## src/rtl/gmii_udp_pix_rx.sv

```systemverilog
// GMII RX Ethernet/IPv4/UDP parser that packs payload pixels into channel-tagged FIFO words.
// Define GMII_VLAN_EN to accept 802.1Q-tagged frames; all header offsets then shift by 4.
module gmii_udp_pix_rx #(
  parameter logic [31:0] IPV4_DST    = {8'd192, 8'd168, 8'd0, 8'd1},
  parameter logic [15:0] PORT_BASE   = 16'd12345,
  parameter int unsigned NUM_CH      = 2,
  parameter int unsigned BPP         = 2,
  parameter int unsigned PIX_PER_PKT = 640,
  localparam int unsigned CHW        = (NUM_CH > 1) ? $clog2(NUM_CH) : 1,
  localparam int unsigned OUT_W      = CHW + 16 + 8 * BPP
) (
  input  logic             clk125,
  input  logic             sys_rst,
  input  logic             id,
  input  logic [7:0]       rxd,
  input  logic             rx_dv,
  input  logic             fifo_full,
  output logic [OUT_W-1:0] datain,
  output logic             recv_en,
  output logic             packet_en,
  output logic             pkt_done,
  output logic             pkt_err,
  output logic [15:0]      drop_cnt
);

  localparam int unsigned PW  = 8 * BPP;
  localparam int unsigned PCW = $clog2(PIX_PER_PKT + 1);
  localparam int unsigned KW  = (BPP > 1) ? $clog2(BPP) : 1;

  typedef enum logic [1:0] {S_IDLE, S_HDR, S_PAY, S_DROP} state_t;

  state_t           r_state, w_state_nx;
  logic [6:0]       r_bc;
  logic             r_prev_low;
  logic             r_ok;
  logic             r_vlan;
  logic [7:0]       r_eth_hi;
  logic [15:0]      r_port;
  logic [7:0]       r_b0, r_b1;
  logic [CHW-1:0]   r_ch;
  logic [KW-1:0]    r_k;
  logic [PCW-1:0]   r_pcnt;
  logic [PW-9:0]    r_pix;
  logic             r_recv_en, r_done, r_err;
  logic [OUT_W-1:0] r_datain;
  logic [15:0]      r_drop_cnt;

  logic [6:0]       w_sh;
  logic [15:0]      w_port_off;
  logic             w_at_dec, w_accept, w_pix_last, w_last_pix;
  logic [PW-1:0]    w_pix_nx;
  logic [7:0]       w_ip_lo;

  assign w_sh       = r_vlan ? 7'd4 : 7'd0;
  assign w_port_off = r_port - PORT_BASE;
  assign w_at_dec   = (r_bc == 7'd51 + w_sh);
  assign w_accept   = r_ok && (w_port_off < 16'(NUM_CH));
  assign w_pix_last = (r_k == KW'(BPP - 1));
  assign w_last_pix = (r_pcnt == PCW'(PIX_PER_PKT - 1));
  assign w_pix_nx   = {r_pix, rxd};
  assign w_ip_lo    = IPV4_DST[7:0] + {7'd0, id};

  // Saturating byte counter; only header offsets below 64 matter.
  always_ff @(posedge clk125) begin
    if (sys_rst || !rx_dv) r_bc <= '0;
    else if (r_bc != '1)   r_bc <= r_bc + 7'd1;
  end

  // A frame may only start after rx_dv has been seen low, so a reset mid-frame skips its tail.
  always_ff @(posedge clk125) begin
    if (sys_rst) r_prev_low <= 1'b0;
    else         r_prev_low <= ~rx_dv;
  end

  always_ff @(posedge clk125) begin
    if (sys_rst) r_state <= S_IDLE;
    else         r_state <= w_state_nx;
  end

  always_comb begin
    w_state_nx = r_state;
    case (r_state)
      S_IDLE:  if (rx_dv && r_prev_low) w_state_nx = S_HDR;
      S_HDR:   if (!rx_dv) w_state_nx = S_IDLE;
               else if (w_at_dec) w_state_nx = w_accept ? S_PAY : S_DROP;
      S_PAY:   if (!rx_dv) w_state_nx = S_IDLE;
               else if (w_pix_last && w_last_pix) w_state_nx = S_DROP;
      S_DROP:  if (!rx_dv) w_state_nx = S_IDLE;
      default: w_state_nx = S_IDLE;
    endcase
  end

  always_ff @(posedge clk125) begin
    if (sys_rst) begin
      r_ok     <= 1'b0;
      r_vlan   <= 1'b0;
      r_eth_hi <= '0;
      r_port   <= '0;
      r_b0     <= '0;
      r_b1     <= '0;
      r_ch     <= '0;
    end else if (r_state == S_IDLE) begin
      r_ok   <= 1'b1;
      r_vlan <= 1'b0;
    end else if (r_state == S_HDR && rx_dv) begin
      if (r_bc == 7'd20) r_eth_hi <= rxd;
      if (r_bc == 7'd21) begin
`ifdef GMII_VLAN_EN
        if ({r_eth_hi, rxd} == 16'h8100)      r_vlan <= 1'b1;
        else if ({r_eth_hi, rxd} != 16'h0800) r_ok   <= 1'b0;
`else
        if ({r_eth_hi, rxd} != 16'h0800) r_ok <= 1'b0;
`endif
      end
      if (r_vlan && r_bc == 7'd24 && rxd != 8'h08) r_ok <= 1'b0;
      if (r_vlan && r_bc == 7'd25 && rxd != 8'h00) r_ok <= 1'b0;
      if (r_bc == 7'd22 + w_sh && rxd != 8'h45)            r_ok <= 1'b0;
      if (r_bc == 7'd31 + w_sh && rxd != 8'h11)            r_ok <= 1'b0;
      if (r_bc == 7'd38 + w_sh && rxd != IPV4_DST[31:24])  r_ok <= 1'b0;
      if (r_bc == 7'd39 + w_sh && rxd != IPV4_DST[23:16])  r_ok <= 1'b0;
      if (r_bc == 7'd40 + w_sh && rxd != IPV4_DST[15:8])   r_ok <= 1'b0;
      if (r_bc == 7'd41 + w_sh && rxd != w_ip_lo)          r_ok <= 1'b0;
      if (r_bc == 7'd44 + w_sh) r_port[15:8] <= rxd;
      if (r_bc == 7'd45 + w_sh) r_port[7:0]  <= rxd;
      if (r_bc == 7'd50 + w_sh) r_b0 <= rxd;
      if (w_at_dec) begin
        r_b1 <= rxd;
        r_ch <= w_port_off[CHW-1:0];
      end
    end
  end

  // fifo_full is sampled with the pixel's last byte; a dropped word still advances the pixel count.
  always_ff @(posedge clk125) begin
    if (sys_rst) begin
      r_k       <= '0;
      r_pcnt    <= '0;
      r_pix     <= '0;
      r_recv_en <= 1'b0;
      r_done    <= 1'b0;
      r_err     <= 1'b0;
      r_datain  <= '0;
    end else begin
      r_recv_en <= 1'b0;
      r_done    <= 1'b0;
      r_err     <= (r_state == S_PAY) && !rx_dv;
      if (r_state != S_PAY) begin
        r_k    <= '0;
        r_pcnt <= '0;
      end else if (rx_dv) begin
        r_pix <= w_pix_nx[PW-9:0];
        if (w_pix_last) begin
          r_k    <= '0;
          r_pcnt <= r_pcnt + PCW'(1);
          r_done <= w_last_pix;
          if (!fifo_full) begin
            r_recv_en <= 1'b1;
            r_datain  <= {r_ch, r_b1, r_b0, w_pix_nx};
          end
        end else begin
          r_k <= r_k + KW'(1);
        end
      end
    end
  end

  always_ff @(posedge clk125) begin
    if (sys_rst)
      r_drop_cnt <= '0;
    else if (r_state == S_PAY && rx_dv && w_pix_last && fifo_full && r_drop_cnt != 16'hFFFF)
      r_drop_cnt <= r_drop_cnt + 16'd1;
  end

  assign datain    = r_datain;
  assign recv_en   = r_recv_en;
  assign packet_en = (r_state == S_PAY);
  assign pkt_done  = r_done;
  assign pkt_err   = r_err;
  assign drop_cnt  = r_drop_cnt;

endmodule
```

## config.mk

```make
export PLATFORM = sky130hd
export DESIGN_NAME = gmii_udp_pix_rx
export DESIGN_NICKNAME = d
export VERILOG_FILES = /design/src/rtl/gmii_udp_pix_rx.sv
export SDC_FILE = /design/constraint.sdc
export NUM_CORES = 1
export LEC_CHECK = 0
export BUFFER_PORTS_ARGS = -buffer_cell sky130_fd_sc_hd__buf_4
export CAP_MARGIN = 40
export CORE_MARGIN = 3
export CORE_UTILIZATION = 30
export CTS_BUF_LIST = sky130_fd_sc_hd__clkbuf_8 sky130_fd_sc_hd__clkbuf_16
export DETAILED_ROUTE_END_ITERATION = 10
export PLACE_DENSITY_LB_ADDON = 0.1
export SLEW_MARGIN = 40
export SYNTH_ARGS = -nofsm -noshare
export SYNTH_HDL_FRONTEND = slang
export SYNTH_SLANG_ARGS = --single-unit
```

## constraint.sdc

```tcl
create_clock -name clk125 -period 1.9 [get_ports clk125]
set_input_delay 0.19 -clock clk125 [delete_from_list [all_inputs] [get_ports clk125]]
set_output_delay 0.19 -clock clk125 [all_outputs]
set_load 0.03 [all_outputs]
```

==> metrics, run 1 <==
grt met1 use=19.6%; Clock Latency Late Sink=420 ps; initial antenna violation count=0; CTS tree=built; core area=16,900 µm²; Total Power=6060 µW; Final setup viols=0; Leak=0.00289 µW; Async SR Flop Fraction=0%; Buffers on Ports=65; outcome=completed; nets=721; Synth Register Bits=123; vias in the first global route=4,493; met3 global-route usage=3.76%; crit path max fanout=3; Fillers=1,738; clk slew on worst S/H paths=60 ps; crit share post-route=97.1%; Die Wd=139 µm; sequential share of power=42.8%; DRT antenna net count=0; routability congestion estimate=0.864; max incr delay on CP=520 ps; Net Sw Frac=20.9%; Post-DP HPWL=9490 µm; Yosys cell types=55; chip height=139 µm; post-synth net total=632; final hold vios=0; largest net degree at the start of global routing=64; via/cell ratio=4.96; first-pass iteration count of the detailed router=4; Vias=4,636; Starting Density=31.3%; Residual DRC=0; routed wire length=14,000 µm; Worst Hold Class=in2reg; final hold slack=114 ps; Peak VDD IR=0.565 mV; Synth top area share=46.5%; min Tclk post-route=1840 ps; Tot GR Track Use=14.7%; clk sinks=123; Synth Cell Area=5300 µm²; most used routing layer=met2; most common flop cell mapped by yosys=dfxtp_1; synthesis-to-finish area growth=31.2%; combinational share of power=2.5%; n_diodes=0; power per cell area=871 nW/µm²; Final Skew=20.8 ps; first-pass GRT wire length=23,100 µm; startpoint class of the critical path=register; clk buf depth=2; area leader, netlist=dfxtp_1; H-tree levels=4; crit path cell chain=inv_1 -> ha_2 -> nor2b_1 -> or4_1 -> a31oi_1 -> a41oi_1 -> o31a_1; clock share of power=54.7%; Int Pwr=4790 µW; total CTS buffers=17; synth warn=0; FP Rows=47; MaxCap Viol Count=0; CP max-delay cell=or4_1; met2 Usage GRT=23.1%; DR iter-0 viols=221; dominant cells by area after synthesis=dfxtp_1, mux2i_1, nor2_1, nand2_1, a21oi_1; clock root buffer=clkbuf_16; max-slew violations=0; Die ar.=19,300 µm²; layout cell share with drive strength beyond 1=21.0%; Ports=66; Net Sw Power=1270 µW; CP Class=reg2reg; Avg Synthesized Cell Area=8.66 µm²; RSZ-0062 raised after global routing=true; EDFF count, synth=0; slew margin rel.=56.1%; CP Data Required Time=2200 ps; WP data arrival=2140 ps; sequential area share after synthesis=46.5%; Syn Inst Count=612; Worst-Margin Slew=659 ps; crit path capture type=register; total gr overflow=0; Wirelength per Cell=15.0 µm; Fmax=0.542 GHz
## logic make-up (layout without fill, tap and decap cells)
group	count (synthesis)	count (layout)	synth area share, %
adder cells (fa/ha/maj)	7	7	1.65
flip-flops	123	123	46.5
AO/OA/AOI/OAI	83	83	9.77
AND/OR/NAND/NOR	279	279	25.1
multiplexers	49	49	9.25
XOR/XNOR	25	25	4.13
buffers and inverters	46	148	3.66
## layout make-up
class / instances / area [µm²] / area share [%]
Multi-Input combinational cell: 443 / 2670 / 38.4
Sequential cell: 123 / 2470 / 35.5
Clock inverter: 12 / 148 / 2.12
Inverter: 9 / 33.8 / 0.486
Timing Repair Buffer: 107 / 891 / 12.8
Clock buffer: 20 / 467 / 6.71
Tap cell: 220 / 275 / 3.96
## Yosys cell counts (2+ instances only)
library cell  number
buf_4              5
and2_1             2
nor2_1            96
o31ai_1            3
a31oi_1            3
or2_2              2
o2111ai_1          2
o31a_1             2
o211ai_1           6
nand3_1           13
xnor2_1            7
and3_1            10
nor4b_1            6
o21ai_0            6
dfxtp_1          123
mux2i_1           49
nand4_1           11
nand2b_1           2
nor4_1             6
or4_1              8
and4_1             2
ha_1               7
a41oi_1            2
buf_2              2
inv_1              9
a211oi_1           2
nand4_2            2
or3_1              5
nor2b_1            3
nor4bb_1           2
nand2_1           91
xor2_1            18
a21oi_1           46
clkbuf_1          29
nor3_1            10
## metrics by stage
stage / setup TNS, ps / instances / instance area, µm² / setup WS, ps / util, %
final: 0 / 934 / 6950 / 55.6 / 41.1
after global routing: -29.8 / 934 / 6950 / -23.0 / 41.1
after CTS: 0 / 934 / 6930 / 2.16 / 40.9
after detailed placement: -14.6 / 898 / 6270 / -14.6 / 37.0
after global placement: 0 / 898 / 6270 / 7.66 / 37.0
after floorplan: 0 / 612 / 5300 / 49.5 / -
## power groups by stage
| stage | combinational [µW] | clock [µW] | sequential, µW |
|---|---|---|---|
| CTS | 156 | 3400 | 2590 |
| floorplan | 83.4 | 0 | 2650 |
| global placement | 152 | 0 | 2650 |
| finish | 154 | 3310 | 2590 |
| global route | 168 | 3510 | 2590 |
| detailed placement | 152 | 0 | 2650 |
## worst max-delay path, delay by kind of cell (launching register included)
family | cells | cell delay, ps
AO/OA/AOI/OAI | 3 | 510
adder cells (fa/ha/maj) | 1 | 170
buffers and inverters | 1 | 40
flip-flops | 1 | 330
AND/OR/NAND/NOR | 2 | 660
## routing by layer
layer	wire length, µm	part of all wire [%]
met5	0	0
met4	293	2.1
met3	487	3.5
met2	6420	46
met1	6820	49
## registers in the layout, indices dropped and copies added, names as in the netlist, 2 cells and up
| signal | count |
|---|---|
| datain | 33 |
| drop_cnt | 16 |
| r_port | 16 |
| r_pcnt | 10 |
| r_b0 | 8 |
| r_b1 | 8 |
| r_eth_hi | 8 |
| r_pix | 8 |
| r_bc | 7 |
| r_state | 2 |
## timing repair
| item | 4_1_cts | 5_1_grt |
|---|---|---|
| setup buffers | 2 | 0 |
| gates resized for setup | 3 | 6 |
| hold endpoints to repair | 3 | 0 |
| pin swaps | 1 | 3 |
| setup endpoints to repair | 1 | 20 |
| hold buffers | 2 | 0 |
## final timing paths
path                            startpoint    endpoint  slack, ps  depth (start not counted)
worst max-delay path             r_port[1]  r_state[0]         60                          7
worst min-delay path                rxd[5]   datain[5]        110                          3
worst max register to register   r_port[1]  r_state[0]         60                          7
worst min register to register  datain[19]  datain[19]        450                          2
## cells in the final DEF (no fill, tap or decap), drive strengths merged, types with 3 or more instances in the layout
master,netlist,layout
or3,5,5
bufinv,0,3
nand4,13,13
nand3,13,13
nor4,7,7
a21oi,46,46
xnor2,7,7
nor4b,7,7
o21ai,7,7
nor2,96,96
o31ai,3,3
nor2b,3,3
mux2i,49,49
or4,8,8
ha,7,7
clkinv,0,4
a31oi,3,3
buf,8,105
nand2,91,91
nor3,10,10
clkbuf,29,20
dfxtp,123,123
xor2,18,18
o211ai,6,6
and3,10,10
inv,9,11
clkinvlp,0,3
Power figures use the tool's default switching activity.
==> run 2, diff against run 1 <==
--- a/config.mk
+++ b/config.mk
@@ -6,4 +6,5 @@
 export NUM_CORES = 1
 export LEC_CHECK = 0
+export ABC_CLOCK_PERIOD_IN_PS = 1900
 export BUFFER_PORTS_ARGS = -buffer_cell sky130_fd_sc_hd__buf_4
 export CAP_MARGIN = 40
@@ -13,4 +14,5 @@
 export DETAILED_ROUTE_END_ITERATION = 10
 export PLACE_DENSITY_LB_ADDON = 0.1
+export SKIP_LAST_GASP = 1
 export SLEW_MARGIN = 40
 export SYNTH_ARGS = -nofsm -noshare
==> constraint.sdc (replaced) <==
create_clock -name clk125 -period 1.9 [get_ports clk125]
set_input_delay 0.19 -clock clk125 [delete_from_list [all_inputs] [get_ports clk125]]
set_output_delay 0.19 -clock clk125 [all_outputs]
set_load 0.1 [all_outputs]
==> run 2 against run 1 <==
Against the previous run: count of clock-buffer cells in the layout shrank 1; total power grew 0.98%; hold slack gained 7.5 ps; via count shrank 2.1%; setup slack lost 21 ps; critical endpoint unchanged; register-to-register slack lost 20 ps; combinational power is essentially flat; critical path depth is the same.
==> metrics, run 2 (synthesis gave the netlist of run 1 again) <==
outcome=completed (unchanged); worst slack, placed=-9.55 ps (was -14.6 ps); commonest non-fill, non-tap cells in the layout=dfxtp_1, nor2_1, buf_4 (was dfxtp_1, buf_4, nor2_1); Buffers on Ports=65 (unchanged); core area=16,900 µm² (unchanged); clk buf depth=2 (unchanged); slew margin rel.=65.1% (was 56.1%); nets=714 (was 721); total gr overflow=0 (unchanged); power per cell area=879 nW/µm² (was 871 nW/µm²); crit share post-route=98.2% (was 97.1%); crit path max fanout=3 (unchanged); CP Data Required Time=2210 ps (was 2200 ps); Die Wd=139 µm (unchanged); startpoint class of the critical path=register (unchanged); Leak=0.00286 µW (was 0.00289 µW); total CTS buffers=17 (unchanged); Non-Filler Instances=927 (was 934); largest net degree at the start of global routing=48 (was 64); Starting Density=31.3% (unchanged); chip height=139 µm (unchanged); max reg flops=33 (unchanged); Vias=4,539 (was 4,636); via/cell ratio=4.90 (was 4.96); Worst-Margin Slew=510 ps (was 659 ps); WP data arrival=2170 ps (was 2140 ps); n_diodes=0 (unchanged); Cell Area, Placed=6250 µm² (was 6270 µm²); Fmax=0.536 GHz (was 0.542 GHz); final hold vios=0 (unchanged); vias in the first global route=4,483 (was 4,493); Worst Hold Class=in2reg (unchanged); Final Skew=5.76 ps (was 20.8 ps); initial antenna violation count=0 (unchanged); clk slew on worst S/H paths=50 ps (was 60 ps); Residual DRC=0 (unchanged); Die ar.=19,300 µm² (unchanged); layout cell share with drive strength beyond 1=23.9% (was 21.0%); Fillers=1,740 (was 1,738); first-pass GRT wire length=22,900 µm (was 23,100 µm); commonest non-fill, non-tap cell in the layout=dfxtp_1 (unchanged); Clock Latency Late Sink=420 ps (about the same); Wirelength per Cell=15.1 µm (was 15.0 µm); H-tree levels=4 (unchanged); max-slew violations=0 (unchanged); Ports=66 (unchanged); dpl cells=893 (was 898); final setup margin=34.4 ps (was 55.6 ps); Tot GR Track Use=14.6% (was 14.7%); FP Rows=47 (unchanged); CTS tree=built (unchanged); clock root buffer=clkbuf_16 (unchanged); DR iter-0 viols=238 (was 221); routed wire length=14,000 µm (about the same); Peak VDD IR=0.521 mV (was 0.565 mV); MaxCap Viol Count=0 (unchanged); synthesis-to-finish area growth=31.4% (was 31.2%); fin area=6960 µm² (was 6950 µm²); DRT antenna net count=0 (unchanged); first-pass iteration count of the detailed router=5 (was 4); crit path capture type=register (unchanged); Post-DP HPWL=9580 µm (was 9490 µm); CP Class=reg2reg (unchanged); routability congestion estimate=0.839 (was 0.864); clk sinks=123 (unchanged); Final setup viols=0 (unchanged); min Tclk post-route=1870 ps (was 1840 ps)
==> run 2: cell count changes in the layout (fill, tap and decap cells not counted), moves of 3 or more <==
cell / before / now
buf_4: 97 / 93
dfxtp_2: 3 / 16
or4_4: 0 / 3
dfxtp_4: 0 / 4
or4_1: 8 / 5
dfxtp_1: 120 / 103
==> run 2: report_power, final <==
group          internal [µW]  switching [µW]
registers               2580            5.56
logic                   49.9             107
clock network           2180            1200
==> run 2: repair_timing <==
action,4_1_cts,5_1_grt
resized for setup,2,14
endpoints found under the setup margin,1,19
endpoints found under the hold margin,1,0
setup buffers,0,1
hold buffers,1,0
pin swaps,0,9
==> run 2: worst max-delay path: stages, from the launching register on <==
cell,delay [ps]
dfxtp_2,320
inv_1,40
ha_2,200
or4_4,450
nor4_4,220
o31a_1,170
a31oi_1,50
o31a_1,310
==> run 2: worst paths after layout <==
kind               from          to  slack, ps  depth (start not counted)
max           r_port[1]  r_state[0]         30                          7
min              rxd[7]   datain[7]        120                          3
max reg2reg   r_port[1]  r_state[0]         30                          7
min reg2reg  datain[13]  datain[13]        450                          2
==> run 2: through the flow <==
stage                     hold slack [ps]  power, µW  utilization (%)  TNS, ps
after floorplan                       393       2720                -        0
final                                 121       6120             41.1        0
after global routing                  125       6340             41.1    -30.0
after global placement                416       2800             36.9        0
after CTS                             101       6220             40.8        0
after detailed placement              410       2800             36.9    -9.55
==> run 2: layer usage <==
metal | share of wire [%] | wire length [µm] | global-route usage (%) | vias up
met1 | 49 | 6880 | 19.6 | 2136
met5 | 0 | 0 | 0 | -
met2 | 45 | 6260 | 22.1 | 88
met3 | 3.8 | 537 | 3.97 | 21
met4 | 2.1 | 292 | 6.39 | 0
li1 | - | - | - | 2294
==> run 2: cell type report <==
cell class	instances	area [µm²]	share of cell area [%]
Tap cell	220	275	3.95
Multi-Input combinational cell	443	2710	38.9
Sequential cell	123	2500	35.9
Inverter	9	33.8	0.485
Clock buffer	19	464	6.67
Clock inverter	13	164	2.35
Timing Repair Buffer	100	820	11.8
